===== src/rtl/reg_access_master_if.sv =====
// rtl/reg_access_master_if.sv - Command/response byte streams and register bus of reg_access_master
interface reg_access_master_if #(
   parameter int ADDR_WIDTH = 8,
   parameter int DATA_WIDTH = 32
);
   logic [7:0]            rx_data;
   logic                  rx_valid;
   logic                  rx_ready;
   logic [7:0]            tx_data;
   logic                  tx_valid;
   logic                  tx_ready;
   logic [ADDR_WIDTH-1:0] address;
   logic                  write_enable;
   logic [DATA_WIDTH-1:0] write_data;
   logic                  read_enable;
   logic [DATA_WIDTH-1:0] read_data;
   logic                  frame_error;

   modport master (
      input  rx_data, rx_valid, tx_ready, read_data,
      output rx_ready, tx_data, tx_valid, address, write_enable, write_data, read_enable, frame_error
   );

   modport slave (
      output rx_data, rx_valid, tx_ready, read_data,
      input  rx_ready, tx_data, tx_valid, address, write_enable, write_data, read_enable, frame_error
   );
endinterface


===== src/rtl/reg_access_master.sv =====
// rtl/reg_access_master.sv - Byte-stream command decoder and register bus master
// Optional inter-byte frame timeout enabled by defining REG_MASTER_TIMEOUT_EN.
module reg_access_master #(
   parameter int ADDR_WIDTH     = 8,
   parameter int DATA_WIDTH     = 32,
   parameter int TIMEOUT_CYCLES = 256
) (
   input  logic                clock,
   input  logic                reset,
   reg_access_master_if.master bus
);
   localparam int         ADDR_BYTES = ADDR_WIDTH / 8;
   localparam int         DATA_BYTES = DATA_WIDTH / 8;
   localparam logic [7:0] OP_WRITE   = 8'h57;
   localparam logic [7:0] OP_READ    = 8'h52;
   localparam logic [7:0] RESP_ACK   = 8'hA5;
   localparam logic [7:0] RESP_ERR   = 8'hEE;
   localparam logic [7:0] ADDR_LAST  = 8'(ADDR_BYTES - 1);
   localparam logic [7:0] DATA_LAST  = 8'(DATA_BYTES - 1);
   localparam logic [7:0] DATA_COUNT = 8'(DATA_BYTES);

   typedef enum logic [2:0] {IDLE, ADDR, DATA, WRITE, READ, RESP} state_t;

   state_t                state;
   logic                  is_write;
   logic [7:0]            byte_cnt;
   logic [7:0]            tx_left;
   logic [ADDR_WIDTH-1:0] addr_shift;
   logic [DATA_WIDTH-1:0] data_shift;
   logic [DATA_WIDTH-1:0] tx_shift;
   logic                  rx_ready_q;
   logic                  tx_valid_q;
   logic [ADDR_WIDTH-1:0] address_q;
   logic [DATA_WIDTH-1:0] write_data_q;
   logic                  write_enable_q;
   logic                  read_enable_q;
   logic                  frame_error_q;
   logic                  accept;
   logic                  timed_out;
   logic [ADDR_WIDTH-1:0] addr_next;
   logic [DATA_WIDTH-1:0] data_next;

   assign accept    = bus.rx_valid && rx_ready_q;
   assign addr_next = ADDR_WIDTH'({addr_shift, bus.rx_data});
   assign data_next = DATA_WIDTH'({data_shift, bus.rx_data});

   assign bus.rx_ready     = rx_ready_q;
   assign bus.tx_valid     = tx_valid_q;
   assign bus.tx_data      = tx_shift[DATA_WIDTH-1 -: 8];
   assign bus.address      = address_q;
   assign bus.write_data   = write_data_q;
   assign bus.write_enable = write_enable_q;
   assign bus.read_enable  = read_enable_q;
   assign bus.frame_error  = frame_error_q;

   // Single-byte responses are left-aligned so tx_data always reads the top byte.
   function automatic logic [DATA_WIDTH-1:0] resp_word(input logic [7:0] b);
      return DATA_WIDTH'(b) << (DATA_WIDTH - 8);
   endfunction

`ifdef REG_MASTER_TIMEOUT_EN
   localparam int TW = $clog2(TIMEOUT_CYCLES + 1);
   logic [TW-1:0] idle_cnt;

   always_ff @(posedge clock or posedge reset) begin
      if (reset)
         idle_cnt <= '0;
      else if ((state == ADDR || state == DATA) && !accept)
         idle_cnt <= idle_cnt + 1'b1;
      else
         idle_cnt <= '0;
   end

   assign timed_out = (state == ADDR || state == DATA) && !accept &&
                      (idle_cnt == TW'(TIMEOUT_CYCLES - 1));
`else
   logic unused_timeout;
   assign unused_timeout = ^TIMEOUT_CYCLES;
   assign timed_out      = 1'b0;
`endif

   always_ff @(posedge clock or posedge reset) begin
      if (reset) begin
         state          <= IDLE;
         is_write       <= 1'b0;
         byte_cnt       <= '0;
         tx_left        <= '0;
         addr_shift     <= '0;
         data_shift     <= '0;
         tx_shift       <= '0;
         rx_ready_q     <= 1'b0;
         tx_valid_q     <= 1'b0;
         address_q      <= '0;
         write_data_q   <= '0;
         write_enable_q <= 1'b0;
         read_enable_q  <= 1'b0;
         frame_error_q  <= 1'b0;
      end else begin
         frame_error_q <= 1'b0;
         case (state)
            IDLE: begin
               if (accept) begin
                  byte_cnt <= '0;
                  if (bus.rx_data == OP_WRITE || bus.rx_data == OP_READ) begin
                     is_write <= (bus.rx_data == OP_WRITE);
                     state    <= ADDR;
                  end else begin
                     rx_ready_q    <= 1'b0;
                     tx_shift      <= resp_word(RESP_ERR);
                     tx_left       <= 8'd1;
                     tx_valid_q    <= 1'b1;
                     frame_error_q <= 1'b1;
                     state         <= RESP;
                  end
               end else begin
                  rx_ready_q <= 1'b1;
               end
            end
            ADDR, DATA: begin
               if (timed_out) begin
                  rx_ready_q    <= 1'b0;
                  tx_shift      <= resp_word(RESP_ERR);
                  tx_left       <= 8'd1;
                  tx_valid_q    <= 1'b1;
                  frame_error_q <= 1'b1;
                  state         <= RESP;
               end else if (accept && state == ADDR) begin
                  addr_shift <= addr_next;
                  if (byte_cnt == ADDR_LAST) begin
                     byte_cnt  <= '0;
                     address_q <= addr_next;
                     if (is_write) begin
                        state <= DATA;
                     end else begin
                        rx_ready_q    <= 1'b0;
                        read_enable_q <= 1'b1;
                        state         <= READ;
                     end
                  end else begin
                     byte_cnt <= byte_cnt + 8'd1;
                  end
               end else if (accept) begin
                  data_shift <= data_next;
                  if (byte_cnt == DATA_LAST) begin
                     rx_ready_q     <= 1'b0;
                     write_data_q   <= data_next;
                     write_enable_q <= 1'b1;
                     state          <= WRITE;
                  end else begin
                     byte_cnt <= byte_cnt + 8'd1;
                  end
               end
            end
            WRITE: begin
               write_enable_q <= 1'b0;
               tx_shift       <= resp_word(RESP_ACK);
               tx_left        <= 8'd1;
               tx_valid_q     <= 1'b1;
               state          <= RESP;
            end
            READ: begin
               // read_data is combinational from the register file, valid while read_enable is high
               read_enable_q <= 1'b0;
               tx_shift      <= bus.read_data;
               tx_left       <= DATA_COUNT;
               tx_valid_q    <= 1'b1;
               state         <= RESP;
            end
            RESP: begin
               if (bus.tx_ready) begin
                  if (tx_left == 8'd1) begin
                     tx_valid_q <= 1'b0;
                     rx_ready_q <= 1'b1;
                     state      <= IDLE;
                  end else begin
                     tx_shift <= tx_shift << 8;
                     tx_left  <= tx_left - 8'd1;
                  end
               end
            end
            default: state <= IDLE;
         endcase
      end
   end
endmodule


===== src/flat_wrapper.sv =====
// flat-port wrapper written by rule: the top's interface ports become plain ports
module reg_access_master_flat 
#(
   parameter int ADDR_WIDTH     = 8,
   parameter int DATA_WIDTH     = 32,
   parameter int TIMEOUT_CYCLES = 256
)
  (clock, reset, bus_rx_data, bus_rx_valid, bus_tx_ready, bus_read_data, bus_rx_ready, bus_tx_data, bus_tx_valid, bus_address, bus_write_enable, bus_write_data, bus_read_enable, bus_frame_error);
  reg_access_master_if #(.ADDR_WIDTH(ADDR_WIDTH), .DATA_WIDTH(DATA_WIDTH)) bus_i ();
  input  logic clock;
  input  logic reset;
  input wire logic [$bits(bus_i.rx_data)-1:0] bus_rx_data;
  input wire logic [$bits(bus_i.rx_valid)-1:0] bus_rx_valid;
  input wire logic [$bits(bus_i.tx_ready)-1:0] bus_tx_ready;
  input wire logic [$bits(bus_i.read_data)-1:0] bus_read_data;
  output wire logic [$bits(bus_i.rx_ready)-1:0] bus_rx_ready;
  output wire logic [$bits(bus_i.tx_data)-1:0] bus_tx_data;
  output wire logic [$bits(bus_i.tx_valid)-1:0] bus_tx_valid;
  output wire logic [$bits(bus_i.address)-1:0] bus_address;
  output wire logic [$bits(bus_i.write_enable)-1:0] bus_write_enable;
  output wire logic [$bits(bus_i.write_data)-1:0] bus_write_data;
  output wire logic [$bits(bus_i.read_enable)-1:0] bus_read_enable;
  output wire logic [$bits(bus_i.frame_error)-1:0] bus_frame_error;
  assign bus_i.rx_data = bus_rx_data;
  assign bus_i.rx_valid = bus_rx_valid;
  assign bus_i.tx_ready = bus_tx_ready;
  assign bus_i.read_data = bus_read_data;
  assign bus_rx_ready = bus_i.rx_ready;
  assign bus_tx_data = bus_i.tx_data;
  assign bus_tx_valid = bus_i.tx_valid;
  assign bus_address = bus_i.address;
  assign bus_write_enable = bus_i.write_enable;
  assign bus_write_data = bus_i.write_data;
  assign bus_read_enable = bus_i.read_enable;
  assign bus_frame_error = bus_i.frame_error;
  reg_access_master #(.ADDR_WIDTH(ADDR_WIDTH), .DATA_WIDTH(DATA_WIDTH), .TIMEOUT_CYCLES(TIMEOUT_CYCLES)) u_core (.clock(clock), .reset(reset), .bus(bus_i));
endmodule

===== config.mk =====
export PLATFORM = sky130hd
export DESIGN_NAME = reg_access_master_flat
export DESIGN_NICKNAME = d
export VERILOG_FILES = /design/src/rtl/reg_access_master_if.sv /design/src/rtl/reg_access_master.sv /design/src/flat_wrapper.sv
export SDC_FILE = /design/constraint.sdc
export NUM_CORES = 1
export LEC_CHECK = 0
export ABC_AREA = 1
export CAP_MARGIN = 20
export CORE_UTILIZATION = 40
export CTS_CLUSTER_DIAMETER = 30
export DETAILED_ROUTE_END_ITERATION = 7
export PLACE_DENSITY_LB_ADDON = 0.25
export SYNTH_ARGS = -nofsm -noshare
export SYNTH_HDL_FRONTEND = slang
export SYNTH_SLANG_ARGS = --single-unit

===== constraint.sdc =====
create_clock -name clock -period 4.8 [get_ports clock]
set_clock_uncertainty 0.1 [all_clocks]
set_input_delay 0.48 -clock clock [delete_from_list [all_inputs] [get_ports clock]]
set_output_delay 0.48 -clock clock [all_outputs]
set_load 0.02 [all_outputs]

# Word-level counts from Yosys, hierarchy flattened
# Index checks and enable logic that the tools add are counted.
[word_totals] input_bits=44 reg_bits=121 wordCells=118
[classes] reduce_logical=24 add_sub_neg=2 n_bitwise=1 mux=52 n_eq_ne=26
[op_table] operator="$mux W32" n=4
[op_table] operator="$pmux W32 S4" n=1
[op_table] operator="$mux W8" n=9
[op_table] operator="$pmux W8 S4" n=1
[op_table] operator="$mux W3" n=9
[op_table] operator="$mux W1" n=22
[op_table] operator="$eq A8 B7 Y1 const B" n=2
[op_table] operator="$pmux W8 S2" n=1
[op_table] operator="$reduce_and A4 Y1" n=4
[op_table] operator="$ne A2 B1 Y1 const B" n=6
[op_table] operator="$pmux W3 S4" n=1
[op_table] operator="$ne A2 B2 Y1 const B" n=5
[op_table] operator="$reduce_and A5 Y1" n=2
[op_table] operator="$ne A3 B3 Y1 const B" n=3
[op_table] operator="$reduce_and A3 Y1" n=3
[op_table] operator="$add A8 B1 Y8 const B" n=1
[op_table] operator="$eq A8 B1 Y1 const B" n=1
[op_table] operator="$eq A8 B2 Y1 const B" n=1
[op_table] operator="$logic_not A8 Y1" n=1
[op_table] operator="$reduce_and A8 Y1" n=1
[op_table] operator="$sub A8 B1 Y8 const B" n=1
[op_table] operator="$eq A3 B2 Y1 const B" n=2
[op_table] operator="$eq A3 B3 Y1 const B" n=2
[op_table] operator="$ne A3 B1 Y1 const B" n=2
[op_table] operator="13 further kinds" n=20

# Longest topological paths before layout
[depth] depth_word=5 depth_mapped=11 ltp_nobuf=10

# Worst setup path before layout
# OpenSTA, ideal clock, no wires.
[synth_timing] path_type="register to register" start="register u_core.rx_ready_q, in the netlist u_core.bus.rx_ready" end="register u_core.data_shift[10]" slack_ns=3.074 path_stages_with_launch=11 t_arrival_ns=1.496 t_required_ns=4.570 period_less_slack_ns=1.726 n_path_buf=2 setup_ns=0.130 path_cell_list="dfrtp_1 > nand2_1 > inv_2 > nand3_1 > nand2_2 > inv_2 > nand2_1 > buf_4 > buf_6 > nand2_1 > o21ai_0"
[synth_via] elab_chain_len=4
[synth_lines] item="start, declared" line="reg_access_master.sv:31" rtl="logic rx_ready_q;"
[synth_lines] item="start signal, assigned" line="reg_access_master.sv:91" rtl="rx_ready_q <= 1'b0;"
[synth_lines] item="start signal, assigned" line="reg_access_master.sv:108" rtl="rx_ready_q <= 1'b0;"
[synth_lines] item="start signal, assigned" line="reg_access_master.sv:116" rtl="rx_ready_q <= 1'b1;"
[synth_lines] item="$logic_and A1 B1 Y1 (*)" line="reg_access_master.sv:43" rtl="assign accept = bus.rx_valid && rx_ready_q;"
[synth_lines] item="$logic_and A1 B1 Y1" line="reg_access_master.sv:127" rtl="end else if (accept && state == ADDR) begin"
[synth_lines] item="$not A1 Y1 (no source line)"
[synth_lines] item="$reduce_and A3 Y1 (no source line) (*)"
[synth_lines] item="end signal, assigned" line="reg_access_master.sv:143" rtl="data_shift <= data_next;"
[synth_lines] item="end, declared" line="reg_access_master.sv:29" rtl="logic [DATA_WIDTH-1:0] data_shift;"
# Mark *: on every way between the ends. The rest lies on a longest branch, timed or not.
# A chain may end at the register's enable or synchronous reset.

# Worst setup path in the final report
[layout_timing] start="register u_core.state[2]" end="register u_core.tx_shift[26]"
[layout_via] elab_chain_len=3 elab_cells_between_ends=11 cone_classes="eq/ne (7); mux (1); reduce/logical (3)"
[layout_lines] item="start, declared" line="reg_access_master.sv:24" rtl="state_t state;"
[layout_lines] item="start signal, assigned" line="reg_access_master.sv:84" rtl="state <= IDLE;"
[layout_lines] item="start signal, assigned" line="reg_access_master.sv:106" rtl="state <= ADDR;"
[layout_lines] item="start signal, assigned" line="reg_access_master.sv:113" rtl="state <= RESP;"
[layout_lines] item="$eq A3 B3 Y1 (tied with other cells)" line="reg_access_master.sv:100" rtl="case (state)"
[layout_lines] item="$ne A2 B2 Y1 (no source line) (tied with other cells)"
[layout_lines] item="$reduce_and A5 Y1 (no source line)"
[layout_lines] item="end signal, assigned" line="reg_access_master.sv:109" rtl="tx_shift <= resp_word(RESP_ERR);"
[layout_lines] item="end signal, assigned" line="reg_access_master.sv:122" rtl="tx_shift <= resp_word(RESP_ERR);"
[layout_lines] item="end signal, assigned" line="reg_access_master.sv:156" rtl="tx_shift <= resp_word(RESP_ACK);"
[layout_lines] item="end, declared" line="reg_access_master.sv:30" rtl="logic [DATA_WIDTH-1:0] tx_shift;"
# Parallel ways exist; a longest one is shown, timed or not.

==> summary.txt <==
Outcome
  • Status: completed

Clock tree
  • CTS Hold Bufs: 0
  • Worst-case clock buffer depth: 2
  • Setup Buffers After CTS: 0
  • Worst-path clk slew: approximately 50 ps
  • Htree depth: 4
  • CTS Root Cell: clkbuf_16
  • Clock buffer count from CTS: 17
  • Clock Latency Late Sink: 420 ps
  • Sinks on Clock Net: roughly 120
  • CTS tree: built
  • Resize count post-CTS: 0

Setup path
  • Crit. End Element: flip-flop
  • CP cell instances: inv_4, nor2_8, inv_2, nor3_4, nor2_4, buf_4, nand2_2, nand2_1, nand2_1
  • CP arrival: 2880 ps
  • Max stage delay on crit path: roughly 600 ps
  • CP most frequent cell: nand2_1
  • Maximum fanout along the worst path: 40
  • Slowest-stage cell, CP: nand2_2
  • WP buf/inv: 3
  • CP startpoint kind: flip-flop
  • Worst endpoint required time: 5050 ps
  • Delay-heaviest family, CP: simple AND/OR/NAND/NOR gates
  • Worst setup path class: flip-flop to flip-flop

Synth
  • Synth top area share: between 50 and 60%
  • Number of synthesized flops with an enable pin: 0
  • Post-synthesis cell area: 0.00564 mm2
  • Top post-synthesis cells by area: dfrtp_1, nand2_1, nand3_1, o21ai_0, inv_1
  • Prevailing post-synth register cell: dfrtp_1
  • Seq/Total Area, Yosys: a little over half
  • Syn_area_per_cell: 8.35 um2
  • Post-Syn Instances: roughly 680
  • Yosys reg bits: 121
  • Asr flop ratio synth: 100%
  • Mapped Nets: between 700 and 800
  • YS warnings: 0
  • Synth cell types: 34
  • Area leader, netlist: dfrtp_1

Routing
  • WL/cell: 13.3 um
  • WL final: between 10 and 15 mm
  • DR iter-0 viols: about 270
  • DR vias: 4669
  • Pre-antenna DRT Iters: 5
  • DRT antenna net count: 0
  • Via/cell ratio: 4.91
  • DRC: 0

STA
  • Min Tclk post-route: 2630 ps
  • PnR worst setup slack: 2170 ps
  • Setup_tns: 0 ps
  • FMAX: 0.380 GHz
  • Final hold vios: 0
  • Fin crit share: 54.9%
  • RSZ-0062 raised after global routing: false
  • Final Setup Violations: 0
  • Transition time of the tightest slew-check pin: 957 ps
  • Fin. max-slew vios: 0
  • Slew headroom: about 36%

GRT
  • Vias in the first global route: 4451
  • Largest net degree at the start of global routing: 75
  • Initial antenna violation count: 0
  • Gr usage total: 18.8%
  • Grt ovf: 0
  • First-pass GRT wire length: 21.4 mm

Power
  • Sw Pwr: 1.90 mW
  • Gate power share: about two fifths
  • Power Total: 4.77 mW
  • Pwr dens: 659 mW/mm2
  • Leak: 3.51 nW
  • Clock share of power: 26.1%
  • Power Internal: 2.87 mW
  • Net Sw Frac: 39.9%
  • Seq pwr share: 34.5%
  • Maximum VDD drop: 0.347 mV

Die
  • Die area: around 0.015 mm2
  • Die W: 121 um
  • IO Pins: 97
  • FP Rows: 43
  • Core area: 0.0138 mm2
  • Initial core utilization: 40.8%
  • Die Span Y: around 120 um

Final layout
  • Most frequent cells in the layout: nand2_1, dfrtp_1, clkdlybuf4s50_1, nand3_1, inv_1
  • Area Overhead vs Synth: 28.6%
  • Ant diodes: 0
  • Fin nets: 806
  • Share of cells above drive strength 1: ~7.8%
  • Commonest non-fill, non-tap cell in the layout: nand2_1

Placed design
  • Post-Place Worst Slack: 1580 ps
  • HPWL after DPL: approximately 8.7 mm
  • Number of port buffers: 96
  • GPL Wtd Cong: 0.859

Run
  • Maxcap violations: 0

Worst hold path
  • Hold WC Path Type: flip-flop to flip-flop
registers in the layout (all words and copies together), names as in the netlist:
signal and count:
u_core.bus.address 8, u_core.bus.frame_error 1, u_core.bus.read_enable 1, u_core.bus.rx_ready 1, u_core.bus.tx_valid 1, u_core.bus.write_data 32, u_core.bus.write_enable 1, u_core.byte_cnt 8
u_core.data_shift 24, u_core.is_write 1, u_core.state 3, u_core.tx_left 8, u_core.tx_shift 32
through the flow:
step	util, %	instance area, um2	hold slack [ps]	instances
2_1_floorplan	-	5640	342	675
3_3_place_gp	48.0	6630	354	918
3_5_place_dp	48.0	6630	359	918
4_1_cts	52.2	7220	373	950
5_1_grt	52.4	7250	387	951
6_report	52.4	7250	369	951
final cells by class:
class,instances,area [um2]
Multi-Input combinational cell,459,2170
Tap cell,180,225
Inverter,58,223
Clock buffer,18,439
Fill cell,1297,6580
Clock inverter,14,148
Timing Repair Buffer,101,1020
Sequential cell,121,3030
power groups by stage:
stage | clock (mW) | sequential [mW] | combinational, mW
2_1_floorplan | 0 | 1.73 | 1.25
3_3_place_gp | 0 | 1.65 | 1.83
3_5_place_dp | 0 | 1.65 | 1.87
4_1_cts | 1.27 | 1.65 | 1.88
5_1_grt | 1.32 | 1.70 | 2.10
6_report | 1.25 | 1.65 | 1.88
synthesized netlist by cell type, drive strengths merged, types with 2 or more instances:
| cell type | number |
|---|---|
| clkbuf | 8 |
| nor3 | 9 |
| a21oi | 7 |
| nand4 | 2 |
| inv | 58 |
| buf | 29 |
| ha | 4 |
| dfrtp | 121 |
| xor2 | 2 |
| nand3 | 61 |
| a22o | 17 |
| o22ai | 2 |
| nand2 | 238 |
| nor2 | 36 |
| o21ai | 74 |
| nand3b | 2 |
worst reg2reg max path, cell delays in order, from the launching register on:
cell and delay, ps:
dfrtp_1 470, inv_4 110, nor2_8 360, inv_2 200
nor3_4 180, nor2_4 50, buf_4 240, nand2_2 620
nand2_1 140, nand2_1 90
routing by layer:
layer  routed length [um]  vias to the layer above  track usage, %  part of all wire, %
met5                    0                        -               0                    0
met3                  696                       20            4.58                  5.5
met4                  237                        0            8.41                  1.9
met2                 5890                      120            28.8                   46
li1                     -                     2338               -                    -
met1                 5870                     2191            25.2                   46
path summary, 6_finish.rpt:
check,start,endpoint,depth (start not counted),slack (ps)
setup / recovery,u_core.state[2],u_core.tx_shift[26],9,2170
hold / removal,u_core.tx_shift[27],u_core.tx_shift[27],2,370
setup reg to reg,u_core.state[2],u_core.tx_shift[26],9,2170
hold reg to reg,u_core.tx_shift[27],u_core.tx_shift[27],2,370
max in group asynchronous,reset,u_core.bus.write_data[31],3,3180
min in group asynchronous,reset,u_core.tx_shift[7],2,530
cells by family after synthesis:
family	share of synthesized area, %
xor+xnor	0.466
flops	53.7
fa+ha+maj	0.888
compound gates	10.4
buf+inv	7.82
simple gates	26.7
Note: power is estimated with default switching activity, not from simulation.
